===== src/rtl/mem_arb_pkg.sv =====
// Purpose : shared types, requester indices and small helpers for the memory port arbiter.
// Latency : n/a (declarations only).
// Backpressure: n/a.
package mem_arb_pkg;

  typedef enum logic [0:0] {
    IDLE = 1'b0,
    BUSY = 1'b1
  } arb_state_t;

  localparam int NUM_REQ = 3;

  localparam logic [1:0] REQ_IF  = 2'd0;
  localparam logic [1:0] REQ_MEM = 2'd1;
  localparam logic [1:0] REQ_DBG = 2'd2;

  // Round-robin successor over the three requesters (2 wraps to 0).
  function automatic logic [1:0] next_idx(input logic [1:0] idx);
    return (idx >= REQ_DBG) ? REQ_IF : idx + 2'd1;
  endfunction

  // Index to one-hot; the unused encoding 2'b11 maps to no owner.
  function automatic logic [NUM_REQ-1:0] onehot3(input logic [1:0] idx);
    logic [NUM_REQ-1:0] v;
    case (idx)
      REQ_IF:  v = 3'b001;
      REQ_MEM: v = 3'b010;
      REQ_DBG: v = 3'b100;
      default: v = 3'b000;
    endcase
    return v;
  endfunction

endpackage


===== src/rtl/rr_pick3.sv =====
// Purpose : 3-way round-robin picker; search starts just after `last` and wraps.
// Latency : purely combinational.
// Backpressure: none; caller masks/qualifies the request vector.
// Ports   : req[2:0] candidate requests, last[1:0] previous owner,
//           winner[1:0] chosen index (0 when none), any = at least one request.
module rr_pick3
  import mem_arb_pkg::*;
(
  input  logic [NUM_REQ-1:0] req,
  input  logic [1:0]         last,
  output logic [1:0]         winner,
  output logic               any
);

  logic [1:0] w_cand0;
  logic [1:0] w_cand1;
  logic [1:0] w_cand2;

  always_comb begin
    w_cand0 = next_idx(last);
    w_cand1 = next_idx(w_cand0);
    w_cand2 = next_idx(w_cand1);
    winner  = REQ_IF;
    if (req[w_cand0]) begin
      winner = w_cand0;
    end else if (req[w_cand1]) begin
      winner = w_cand1;
    end else if (req[w_cand2]) begin
      winner = w_cand2;
    end
  end

  assign any = |req;

endmodule


===== src/rtl/mem_port_arbiter.sv =====
// Purpose : round-robin owner of the shared memory port (fetch / load-store / debug) with timeout abort.
// Latency : req->gnt 1 cycle; done/err combinational with mem_ready; back-to-back grants without a bubble.
// Backpressure: the owner holds the port until mem_ready or TIMEOUT BUSY cycles; other requesters wait.
// Ports   : clk, reset_n (async active-low); req[2:0] requests in; gnt[2:0] one-hot owner;
//           done[2:0] completion pulse; err timeout pulse; sel[1:0] mux select;
//           mem_valid / mem_ready transaction handshake with memory.
module mem_port_arbiter
  import mem_arb_pkg::*;
#(
  parameter int TIMEOUT = 16
) (
  input  logic               clk,
  input  logic               reset_n,
  input  logic [NUM_REQ-1:0] req,
  output logic [NUM_REQ-1:0] gnt,
  output logic [NUM_REQ-1:0] done,
  output logic               err,
  output logic [1:0]         sel,
  output logic               mem_valid,
  input  logic               mem_ready
);

  localparam int TW = $clog2(TIMEOUT + 1);
  localparam logic [TW-1:0] T_LAST = TW'(TIMEOUT - 1);

  arb_state_t         r_state;
  logic [1:0]         r_owner;
  logic [1:0]         r_last;
  logic [TW-1:0]      r_timer;
  logic [NUM_REQ-1:0] r_gnt;
  logic               r_mem_valid;

  logic               w_busy;
  logic               w_timeout;
  logic               w_complete;
  logic [NUM_REQ-1:0] w_req_masked;
  logic [1:0]         w_pick_last;
  logic [1:0]         w_winner;
  logic               w_any;

  assign w_busy     = (r_state == BUSY);
  assign w_timeout  = w_busy && (r_timer == T_LAST);
  assign w_complete = w_busy && (mem_ready || w_timeout);

  // While BUSY the picker is only consulted on the completion cycle. The
  // owner is masked out and the search starts after it, which is exactly the
  // order `last <= owner` would give on the next cycle.
  always_comb begin
    w_req_masked = req;
    w_pick_last  = r_last;
    if (w_busy) begin
      w_req_masked = req & ~onehot3(r_owner);
      w_pick_last  = r_owner;
    end
  end

  rr_pick3 u_pick (
    .req    (w_req_masked),
    .last   (w_pick_last),
    .winner (w_winner),
    .any    (w_any)
  );

  always_ff @(posedge clk or negedge reset_n) begin
    if (!reset_n) begin
      r_state     <= IDLE;
      r_owner     <= REQ_IF;
      r_last      <= REQ_DBG;
      r_timer     <= '0;
      r_gnt       <= '0;
      r_mem_valid <= 1'b0;
    end else begin
      case (r_state)
        IDLE: begin
          if (w_any) begin
            r_state     <= BUSY;
            r_owner     <= w_winner;
            r_gnt       <= onehot3(w_winner);
            r_mem_valid <= 1'b1;
            r_timer     <= '0;
          end
        end
        BUSY: begin
          if (w_complete) begin
            r_last  <= r_owner;
            r_timer <= '0;
            if (w_any) begin
              r_owner <= w_winner;
              r_gnt   <= onehot3(w_winner);
            end else begin
              // r_owner is left alone so sel keeps its last value while idle.
              r_state     <= IDLE;
              r_gnt       <= '0;
              r_mem_valid <= 1'b0;
            end
          end else begin
            r_timer <= r_timer + TW'(1);
          end
        end
        default: begin
          r_state <= IDLE;
        end
      endcase
    end
  end

  assign gnt       = r_gnt;
  assign sel       = r_owner;
  assign mem_valid = r_mem_valid;
  assign done      = w_complete ? onehot3(r_owner) : '0;
  // A timeout coinciding with mem_ready is a normal completion.
  assign err       = w_timeout && !mem_ready;

endmodule


===== config.mk =====
export PLATFORM = sky130hd
export DESIGN_NAME = mem_port_arbiter
export DESIGN_NICKNAME = d
export VERILOG_FILES = /design/src/rtl/mem_arb_pkg.sv /design/src/rtl/rr_pick3.sv /design/src/rtl/mem_port_arbiter.sv
export SDC_FILE = /design/constraint.sdc
export NUM_CORES = 1
export LEC_CHECK = 0
export ABC_AREA = 1
export BUFFER_PORTS_ARGS = -buffer_cell sky130_fd_sc_hd__clkbuf_2
export CAP_MARGIN = 20
export CORE_AREA = 2 2 53 55
export CTS_CLUSTER_DIAMETER = 150
export CTS_CLUSTER_SIZE = 12
export DETAILED_ROUTE_END_ITERATION = 6
export DIE_AREA = 0 0 55 57
export GPL_ROUTABILITY_DRIVEN = 0
export GPL_TIMING_DRIVEN = 0
export PLACE_DENSITY = 0.62
export RECOVER_POWER = 100
export SETUP_SLACK_MARGIN = 0.02
export SYNTH_ARGS = -nofsm -noshare
export SYNTH_HDL_FRONTEND = slang
export SYNTH_HIERARCHICAL = 1
export SYNTH_SLANG_ARGS = --single-unit

===== constraint.sdc =====
create_clock -name clk -period 1.8 [get_ports clk]
set_input_delay 0 -clock clk [delete_from_list [all_inputs] [get_ports clk]]
set_output_delay 0 -clock clk [all_outputs]
set_load 0.005 [all_outputs]

## Word level (Yosys, flattened, before mapping)

Cells that the tools add are included.

- Word-level logic and storage cells: 73
- Memories: 0
- Flip-flop bits (word level): 14
- RAM bits: 0
- Bits in read-only memories: 0
- Bits of input ports: 6
- Bits in latches: 0

- Mux-type cells: 35
- Bitwise gates (word level): 3
- Shift-type cells: 0
- Multipliers: 0
- Add/sub/neg operators: 4
- Magnitude comparators: 6
- Reduce and logical (&&, ||, !) cells: 11
- Equality and inequality tests: 8
- Div/mod/pow operators: 0

Operators with widths:

| cell | number |
|---|---|
| 2-bit 2-to-1 mux | 9 |
| 3-bit 2-to-1 mux | 6 |
| 3-bit case mux with 3 select lines | 2 |
| 5-bit 2-to-1 mux | 2 |
| 5-bit case mux with 2 select lines | 1 |
| 2-bit by 3-bit < comparator with 1-bit output, second input constant | 3 |
| 1-bit 2-to-1 mux | 8 |
| 2-bit by 1-bit adder with 2-bit output, second input constant | 3 |
| 1-bit binary-select mux with 2-bit select | 3 |
| 2-bit greater-or-equal comparator, second input constant | 3 |
| 3-bit case mux with 2 select lines | 1 |
| 5-bit by 1-bit adder with 5-bit output, second input constant | 1 |
| 5-bit by 4-bit == test with 1-bit output, second input constant | 1 |
| 2-bit by 1-bit == test with 1-bit output, second input constant | 2 |
| 2-bit == test, second input constant | 2 |
| 2-bit logical NOT | 2 |
| 2-bit by 1-bit inequality test with 1-bit output, second input constant | 2 |
| 1-bit case mux with 2 select lines | 2 |
| 2-bit case mux with 2 select lines | 1 |
| 2-bit AND reduction | 2 |
| 3-bit bitwise AND | 1 |
| 1-bit logical AND | 3 |
| 3-bit NOT | 1 |
| 3-bit AND reduction | 1 |
| other kinds (5) | 5 |

## Longest topological paths before layout

Gate-level depths: netlist (run 1).

- Depth after elaboration: 17
- Mapped depth: 13
- Mapped depth without buffers: 13

## By module

Netlist (run 1), hierarchy kept.

Modules (own cells, without submodules):

| module | instances | area an instance (sq um) | cells an instance |
|---|---|---|---|
| mem_port_arbiter | 1 | 765.7 | 99 |
| rr_pick3 | 1 | 97.6 | 23 |

## Least setup slack after synthesis (run 1)

No wires, ideal clock.

- Kind: register -> register
- From: reg r_state
- To: reg r_gnt[0], in the netlist gnt[0]
- Setup time: 121 ps
- Setup slack: -122 ps
- Stages on the path, launching flop included: 13
- Arrival time: 1801 ps
- Data required time: 1679 ps
- Buffers on the path: 1
- Cells stage by stage: dfrtp_1 > buf_4 > inv_2 > nor2_1 > a21boi_0 > inv_1 > nand2_1 > inv_1 > ha_1 > inv_1 > nand2_4 > nand2_1 > o21ai_1

- Elaborated cells between the ends (all ways): 36
- Those cells by class: add/sub (3); order compare (3); eq/ne (4); mux (19); bitwise (1); reduce/logical (6)

RTL lines:

| what | RTL line | source |
|---|---|---|
| start, declared | mem_port_arbiter.sv:26 | `arb_state_t r_state;` |
| start signal, assigned | mem_port_arbiter.sv:66 | `r_state <= IDLE;` |
| start signal, assigned | mem_port_arbiter.sv:76 | `r_state <= BUSY;` |
| start signal, assigned | mem_port_arbiter.sv:92 | `r_state <= IDLE;` |
| 3-bit 2-to-1 mux (*) | mem_port_arbiter.sv:51 | `if (w_busy) begin` |
| named net w_req_masked[1] | mem_port_arbiter.sv:36 | `logic [NUM_REQ-1:0] w_req_masked;` |
| 3-bit OR reduction (*) | rr_pick3.sv:33 | `assign any = \|req;` |
| named net w_any | mem_port_arbiter.sv:39 | `logic w_any;` |
| 3-bit 2-to-1 mux | mem_port_arbiter.sv:87 | `if (w_any) begin` |
| 3-bit 2-to-1 mux | mem_port_arbiter.sv:84 | `if (w_complete) begin` |
| 3-bit case mux with 2 select lines | mem_port_arbiter.sv:73 | `case (r_state)` |
| end signal, assigned | mem_port_arbiter.sv:78 | `r_gnt <= onehot3(w_winner);` |
| end signal, assigned | mem_port_arbiter.sv:89 | `r_gnt <= onehot3(w_winner);` |
| end, declared | mem_port_arbiter.sv:30 | `logic [NUM_REQ-1:0] r_gnt;` |

The timed path passes the listed nets; every way through them passes the cells marked *. The select of a mux whose other input is x is not followed.
A chain may end at the register's enable or synchronous reset.

## Worst setup path after layout (run 1)

- From: reg r_timer[0]
- To: out done[1]

- Word-level cells in the longest chain between the ends: 5

Ends and longest elaborated chain:

| what | RTL line | source |
|---|---|---|
| start, declared | mem_port_arbiter.sv:29 | `logic [TW-1:0] r_timer;` |
| start signal, assigned | mem_port_arbiter.sv:97 | `r_timer <= r_timer + TW'(1);` |
| 5-bit by 4-bit == test with 1-bit output | mem_port_arbiter.sv:42 | `assign w_timeout = w_busy && (r_timer == T_LAST);` |
| 1-bit logical AND | mem_port_arbiter.sv:42 |  |
| 1-bit logical OR | mem_port_arbiter.sv:43 | `assign w_complete = w_busy && (mem_ready \|\| w_timeout);` |
| 1-bit logical AND | mem_port_arbiter.sv:43 |  |
| 3-bit 2-to-1 mux | mem_port_arbiter.sv:110 | `assign done = w_complete ? onehot3(r_owner) : '0;` |
| end, declared | mem_port_arbiter.sv:16 | `output logic [NUM_REQ-1:0] done,` |

Every way passes these cells.

==> impl_summary.log, run 1 <==
INFO  metric run_status = finished clean
INFO  metric period_minus_slack = 1.71 ns
INFO  metric power.density_cell_area = approximately 1300 nW/µm²
INFO  metric grt_pass1_wl = just over 3 mm
INFO  metric timing.hold.worst.start = mem_ready
INFO  metric wire_per_inst = 11.2 µm
INFO  metric via_per_inst = between 4 and 5
INFO  metric yosys.area.top_type_share = 0.377
INFO  metric cts_buffers = 3
INFO  metric clock_tree.htree_level_count = 1
INFO  metric post_route_cells_drive_above_1_share = 0.405
INFO  metric global_route.overflow_total = 0
INFO  metric required_time_worst_endpoint = 1.80 ns
INFO  metric tritoncts = done
INFO  metric synth.top_cells.by_area = dfrtp_1 38%, nand2_1 16%, inv_1 7.8%
INFO  metric critPathKind = register to primary output
INFO  metric critPathArrivalTime = about 1.7 ns
INFO  metric worstReg2RegStart = sel[0]
INFO  metric placed_wire_length_estimate = 1.38 mm
INFO  metric worstHoldPathType = input port to register
INFO  metric postRouteAntennaNets = 0
INFO  metric worst_setup_path_start_kind = register
INFO  metric mostFrequentLayoutCell = nand2_1
INFO  metric cap_viol_max_count = 0
INFO  metric post_route_setup_slack = ~0.092 ns
INFO  metric floorplan.die_area = 3140 µm²
INFO  metric drt_first_iter_violations = 17
INFO  metric cts_root_buffer = clkbuf_4
INFO  metric initial_core_util = 0.330
INFO  metric fin_area = 1220 µm²
INFO  metric routed-via-count = between 800 and 900
INFO  metric finClkSkew = between 0.004 and 0.005 ns
INFO  metric floorplan.io_pins = 16
INFO  metric antenna_found_initial = 0
INFO  metric core-area = between 2000 and 3000 µm²
INFO  metric synth.avg_cell_area = roughly 7.1 µm²
INFO  metric finalHoldViolations = 0
INFO  metric grt_pass1_vias = about 760
INFO  metric finalNetCount = 163
INFO  metric numPortBuffers = 15
INFO  metric grt_start_max_net_pins = 15
INFO  metric slew_headroom = 0.480
INFO  metric summed_instance_area_of_the_synthesized_netlist = 863 µm²
INFO  metric seqPwrFrac = 0.323
INFO  metric ir_worst_vdd = 0.000549 V
INFO  metric timing.final.setup_violations = 0
INFO  metric final_cell_mix = 36 x nand2_1, 13 x inv_1, 12 x dfrtp_1, 12 x clkbuf_2, 11 x buf_4
INFO  metric hold-path-endpoint = r_timer[0]
INFO  metric max_slew.worst_pin.slew = 0.781 ns
INFO  metric dpl-instance-area = just under 1000 µm²
INFO  metric clk_latency = 0.27 ns
INFO  metric total_negative_slack = 0 ns
INFO  metric tcrit_tclk_final = 0.949
INFO  metric p_comb_frac = 0.535
INFO  metric wirelength = 2.06 mm
INFO  metric r2r_setup_slack = 0.10 ns
INFO  metric biggest_fanout_along_the_worst_timing_path = 5
INFO  metric global_route.usage.total = 0.134
INFO  metric reg2reg_depth = 12
INFO  metric cellInternalPower = 0.902 mW
INFO  metric synth.distinct_cells = 21
INFO  metric switchingPower = 0.671 mW
INFO  metric critical_path.endpoint_type = primary output
INFO  metric power.share.clock = 0.142
INFO  metric post-layout-total-power = around 1.6 mW
INFO  metric report.final.slew_viol_count = 0
INFO  metric timing.critical_path.slowest_stage_cell = dfrtp_1
INFO  metric num-fill-cells = 279
INFO  metric synth_instances = 122
INFO  metric highest_cell_delay_on_the_worst_timing_path = 0.39 ns
INFO  metric r2r_end = gnt[1]
INFO  metric share_of_total_power_consumed_by_net_switching = 0.426
INFO  metric dieWidth = ~55 µm
INFO  metric die_h = between 50 and 60 µm
INFO  metric cells_traversed_along_the_worst_timing_path = ha_2, inv_2, nor3_4, ha_4, o21ai_4, nor3_2, buf_2
INFO  metric flow.area_growth_from_synthesis = 41.2%
INFO  metric place_worst_setup_slack = -0.194 ns
INFO  metric f_max = 586 MHz
INFO  metric num_rows = 19
INFO  metric max_clock_buf_depth = 2
INFO  metric synthDominantAreaCellType = dfrtp_1
INFO  metric synth-warning-count = 6
INFO  metric p_leak = 0.641 nW
INFO  metric portion_of_the_post_synthesis_area_used_by_sequential_elements = 0.407
INFO  metric clock-sinks = 14
INFO  metric worst_hold_path.num_cells = 4
INFO  metric grt_setup_unrepaired = true
INFO  metric ys_seq_elements = 14
INFO  metric firstDrtPassIters = 4
INFO  metric n_antenna_cell = 0
INFO  metric drcViolationCount = 0
INFO  metric syn-num-nets = approximately 130
INFO  metric path_clk_slew = 0.08 ns
==> final cells by class <==
| cell class | instances | area (µm²) | area share |
|---|---|---|---|
| multi-input combinational | 84 | 520 | 0.427 |
| sequential | 14 | 353 | 0.290 |
| timing repair buffer | 27 | 165 | 0.136 |
| inverter | 23 | 93.8 | 0.0770 |
| tap | 31 | 38.8 | 0.0318 |
| clock buffer | 4 | 36.3 | 0.0298 |
| buffer | 1 | 11.3 | 0.00924 |
==> per-layer routing <==
metal / global-route usage / vias up / part of all wire
met5: 0 / - / 0
met4: 0.0627 / 0 / 0.0097
met2: 0.219 / 10 / 0.53
met1: 0.173 / 367 / 0.43
met3: 0.0157 / 2 / 0.028
li1: - / 448 / -
==> state kept, by name, indices dropped and copies added, names as in the netlist <==
register and cells:
r_state 1, mem_valid 1, r_timer 5, sel 2
gnt 3, r_last 2
==> power by group through the flow <==
stage / logic (mW) / registers (mW) / clock network, mW
floorplan: 0.458 / 0.489 / 0
global placement: 0.617 / 0.501 / 0
detailed placement: 0.633 / 0.501 / 0
CTS: 0.686 / 0.502 / 0.232
global route: 0.942 / 0.520 / 0.248
finish: 0.841 / 0.508 / 0.224
==> worst max-delay path: cells and delay by family (launching register included) <==
| family | cells | cell delay [ns] |
|---|---|---|
| fa+ha+maj | 2 | 0.40 |
| compound gates | 1 | 0.09 |
| flops | 1 | 0.39 |
| buf+inv | 2 | 0.18 |
| simple gates | 2 | 0.39 |
==> cell usage after synthesis, drive strengths merged <==
master,n
a21boi,2
a21oi,2
and3,1
buf,1
dfrtp,13
dfstp,1
ha,3
inv,23
nand2,39
nand3,10
nand4,1
nor2,11
nor3,4
o21ai,11
==> what timing repair did <==
action                     CTS  global route
setup endpoints to repair   10            15
setup buffers                2             9
gates resized for setup     11            24
hold buffers                 1             0
pin swaps                    3             8
hold endpoints to repair    14             0
==> how the worst max path moves through the flow <==
stage,start,end,slack [ns],depth (start not counted)
after CTS,r_state,r_timer[3],0.002,13
final,r_timer[0],done[1],0.09,7
after global placement,r_state,r_timer[2],-0.21,13
after global routing,sel[0],r_timer[2],-0.02,13
after floorplan,r_state,gnt[0],0.05,12
after detailed placement,r_state,r_timer[2],-0.19,13
==> logic make-up (layout without fill, tap and decap cells) <==
group	count (synthesis)	count (layout)	share of synthesized area
AOI/OAI and AO/OA	15	15	0.101
adders and majority gates	3	3	0.0435
buffers and inverters	24	55	0.109
DFF	14	14	0.407
and+or+nand+nor	66	66	0.339
==> through the flow <==
step	cells	utilization	hold WS (ns)
floorplan	122	-	-0.296
global placement	168	0.375	-0.0754
detailed placement	168	0.375	-0.0694
CTS	175	0.409	0.0625
global route	184	0.466	0.0935
finish	184	0.466	0.0940
Power figures use the tool's default switching activity.
==> run 2, diff against run 1 <==
CORE_AREA = 2 2 52 54   (was 2 2 53 55)
DIE_AREA = 0 0 54 56   (was 0 0 55 57)
SYNTH_HIERARCHICAL = default   (was 1)
==> run 2 against run 1 <==
Effect of this change: hold slack got worse by 0.014 ns; global-route usage decreased by 1.0 points; final area shrank 8.0%; largest cell class unchanged.
==> impl_summary.log, run 2 <==
INFO  metric run_status = finished clean
INFO  metric clk_latency = around 0.28 ns
INFO  metric finalHoldViolations = 0
INFO  metric max_flop_register = r_timer
INFO  metric busiest_layer = met2
INFO  metric drcViolationCount = 0
INFO  metric max_clock_buf_depth = 2
INFO  metric post_route_cells_drive_above_1_share = 0.407
INFO  metric floorplan.die_area = 3020 µm²
INFO  metric max_slew.worst_pin.slew = between 0.7 and 0.8 ns
INFO  metric r2r_setup_slack = 0.10 ns
INFO  metric p_leak = 0.552 nW
INFO  metric wire_per_inst = 11.0 µm
INFO  metric wirelength = 1.81 mm
INFO  metric tcrit_tclk_final = 0.971
INFO  metric antenna_found_initial = 0
INFO  metric clock_tree.htree_level_count = 1
INFO  metric timing.critical_path.slowest_stage_cell = dfrtp_1
INFO  metric synthDominantAreaCellType = dfrtp_1
INFO  metric path_clk_slew = 0.08 ns
INFO  metric power.density_cell_area = 1310 nW/µm²
INFO  metric hold-path-endpoint = r_state
INFO  metric cap_viol_max_count = 0
INFO  metric summed_instance_area_of_the_synthesized_netlist = slightly above 800 µm²
INFO  metric final_cell_mix = 28 x nand2_1, 12 x clkbuf_2, 12 x buf_4
INFO  metric post-layout-total-power = ~1.5 mW
INFO  metric worst_path_buf_inv = 2
INFO  metric via_per_inst = approximately 4.7
INFO  metric place_worst_setup_slack = -0.140 ns
INFO  metric post_route_setup_slack = approximately 0.052 ns
INFO  metric grt_setup_unrepaired = true
INFO  metric timing.hold.worst.start = mem_ready
INFO  metric ff_latch_area = 354 µm²
INFO  metric postRouteAntennaNets = 0
INFO  metric met2_usage = 0.211
INFO  metric grt_pass1_wl = 2.77 mm
INFO  metric multi_input_comb_area = ~480 µm²
INFO  metric worstReg2RegStart = sel[0]
INFO  metric cts_buffers = 3
INFO  metric slew_headroom = 0.502
INFO  metric portion_of_the_post_synthesis_area_used_by_sequential_elements = 0.430
INFO  metric critical_path.endpoint_type = primary output
INFO  metric synth-warning-count = 0
INFO  metric yosys.cell_count.top_type = nand2_1
INFO  metric finalNetCount = 145
INFO  metric syn-num-nets = between 100 and 150
INFO  metric cells_traversed_along_the_worst_timing_path = ha_2, and3_4, ha_4, a21oi_4, buf_4, nor3_1, clkbuf_2
INFO  metric cts_root_buffer = clkbuf_4
INFO  metric core-area = ~2400 µm²
INFO  metric finClkSkew = 0.00317 ns
INFO  metric synth_instances = 103
INFO  metric firstDrtPassIters = 4
INFO  metric ir_worst_vdd = 0.000585 V
INFO  metric critPathArrivalTime = 1.75 ns
INFO  metric fraction_of_registers_with_async_set_or_reset_after_synthesis = 1.00
INFO  metric num_rows = 18
INFO  metric synth.distinct_cells = 24
INFO  metric synth.avg_cell_area = 7.94 µm²
INFO  metric numPortBuffers = 15
INFO  metric ys_dominant_reg_cell = dfrtp_1
INFO  metric timing.final.setup_violations = 0
INFO  metric worst_setup_path_start_kind = register
INFO  metric worstHoldPathType = input port to register
INFO  metric clock-sinks = 14
INFO  metric yosys.area.top_type_share = 0.398
INFO  metric globalRouteMet1Util = 0.144
INFO  metric highest_cell_delay_on_the_worst_timing_path = 0.39 ns
INFO  metric r2r_end = gnt[0]
INFO  metric largest_register_ffs = 5
INFO  metric reg2reg_depth = 10
INFO  metric groute.layer.met3.usage = 0.0269
INFO  metric worst_hold_path.num_cells = 4
INFO  metric global_route.overflow_total = 0
INFO  metric period_minus_slack = 1.75 ns
INFO  metric report.final.slew_viol_count = 0
INFO  metric tritoncts = done
INFO  metric flow.area_growth_from_synthesis = 37.0%
INFO  metric biggest_fanout_along_the_worst_timing_path = 5
INFO  metric global_route.usage.total = 0.124
INFO  metric initial_core_util = 0.336
INFO  metric critPathKind = register to primary output
INFO  metric mostFrequentLayoutCell = nand2_1
INFO  metric f_max = roughly 570 MHz
INFO  metric cpLargestDelayFamily = flip-flops
INFO  metric routed-via-count = 774
INFO  metric drt_first_iter_violations = 13
INFO  metric synth_edf_count = 0
INFO  metric synth.top_cells.by_area = dfrtp_1 40%, nand2_1 14%, ha_1 4.6%
INFO  metric die_h = 56 µm
INFO  metric grt_start_max_net_pins = 15
INFO  metric dieWidth = 54 µm
INFO  metric placed_wire_length_estimate = 1.28 mm
INFO  metric n_antenna_cell = 0
INFO  metric num-fill-cells = 247
INFO  metric synth_common_cells = 31 x nand2_1, 13 x dfrtp_1, 10 x inv_1, 7 x nor2_1, 6 x o21ai_1
INFO  metric ys_seq_elements = 14
INFO  metric floorplan.io_pins = 16
INFO  metric grt_pass1_vias = ~670
INFO  metric required_time_worst_endpoint = 1.80 ns
-- run 2: final cells by class --
type                       count  area share
inverter                      12      0.0402
buffer                         1      0.0100
timing repair buffer          28       0.153
multi-input combinational     76       0.424
clock buffer                   4      0.0234
tap                           30      0.0335
sequential                    14       0.316
-- run 2: worst max path at each step --
stage / from / end / slack, ns / cells after the start
floorplan: r_timer[1] / gnt[0] / 0.08 / 9
global placement: sel[0] / gnt[0] / -0.12 / 10
detailed placement: sel[0] / gnt[0] / -0.14 / 10
CTS: sel[0] / gnt[0] / 0.008 / 10
global route: r_timer[0] / done[2] / -0.02 / 8
finish: r_timer[0] / done[1] / 0.05 / 7
-- run 2: repair_timing --
item | in CTS | in global routing
hold endpoints to repair | 14 | 0
buffers inserted | 4 | 8
hold buffers | 1 | 0
gates cloned | 0 | 0
pin swaps | 4 | 4
resized for setup | 5 | 14
setup endpoints to repair | 7 | 8
-- run 2: logic make-up after synthesis --
logic type,after synthesis,share of synthesized area
compound gates,18,0.142
fa+ha+maj,3,0.0459
simple gates,53,0.292
xor+xnor,2,0.0214
flops,14,0.430
buf+inv,13,0.0688
-- run 2: routing by layer --
metal / part of all wire / up-vias
met5: 0 / -
met4: 0.017 / 0
met3: 0.037 / 4
met2: 0.53 / 16
met1: 0.42 / 356
li1: - / 398
-- run 2: power breakdown --
group	internal (mW)	switching (mW)
Clock	0.0859	0.0985
Combinational	0.333	0.426
Sequential	0.433	0.0867
Total	0.852	0.612
-- run 2: metrics by stage --
stage           util  instance area, µm²  setup TNS, ns  cells  hold slack (ns)
6_report       0.461                1120              0    165           0.0797
5_1_grt        0.461                1120        -0.0436    165            0.115
4_1_cts        0.415                1010              0    157           0.0886
3_5_place_dp   0.383                 931         -0.322    148          -0.0781
3_3_place_gp   0.383                 931         -0.176    148          -0.0861
2_1_floorplan      -                 818              0    103           -0.296
-- run 2: worst reg2reg max path, delay by kind of cell, from the launching register on --
family                   cells  cell delay, ns
AND/OR/NAND/NOR              5            0.52
adder cells (fa/ha/maj)      1            0.26
AO/OA/AOI/OAI                2            0.23
buffers and inverters        2            0.16
flip-flops                   1            0.42
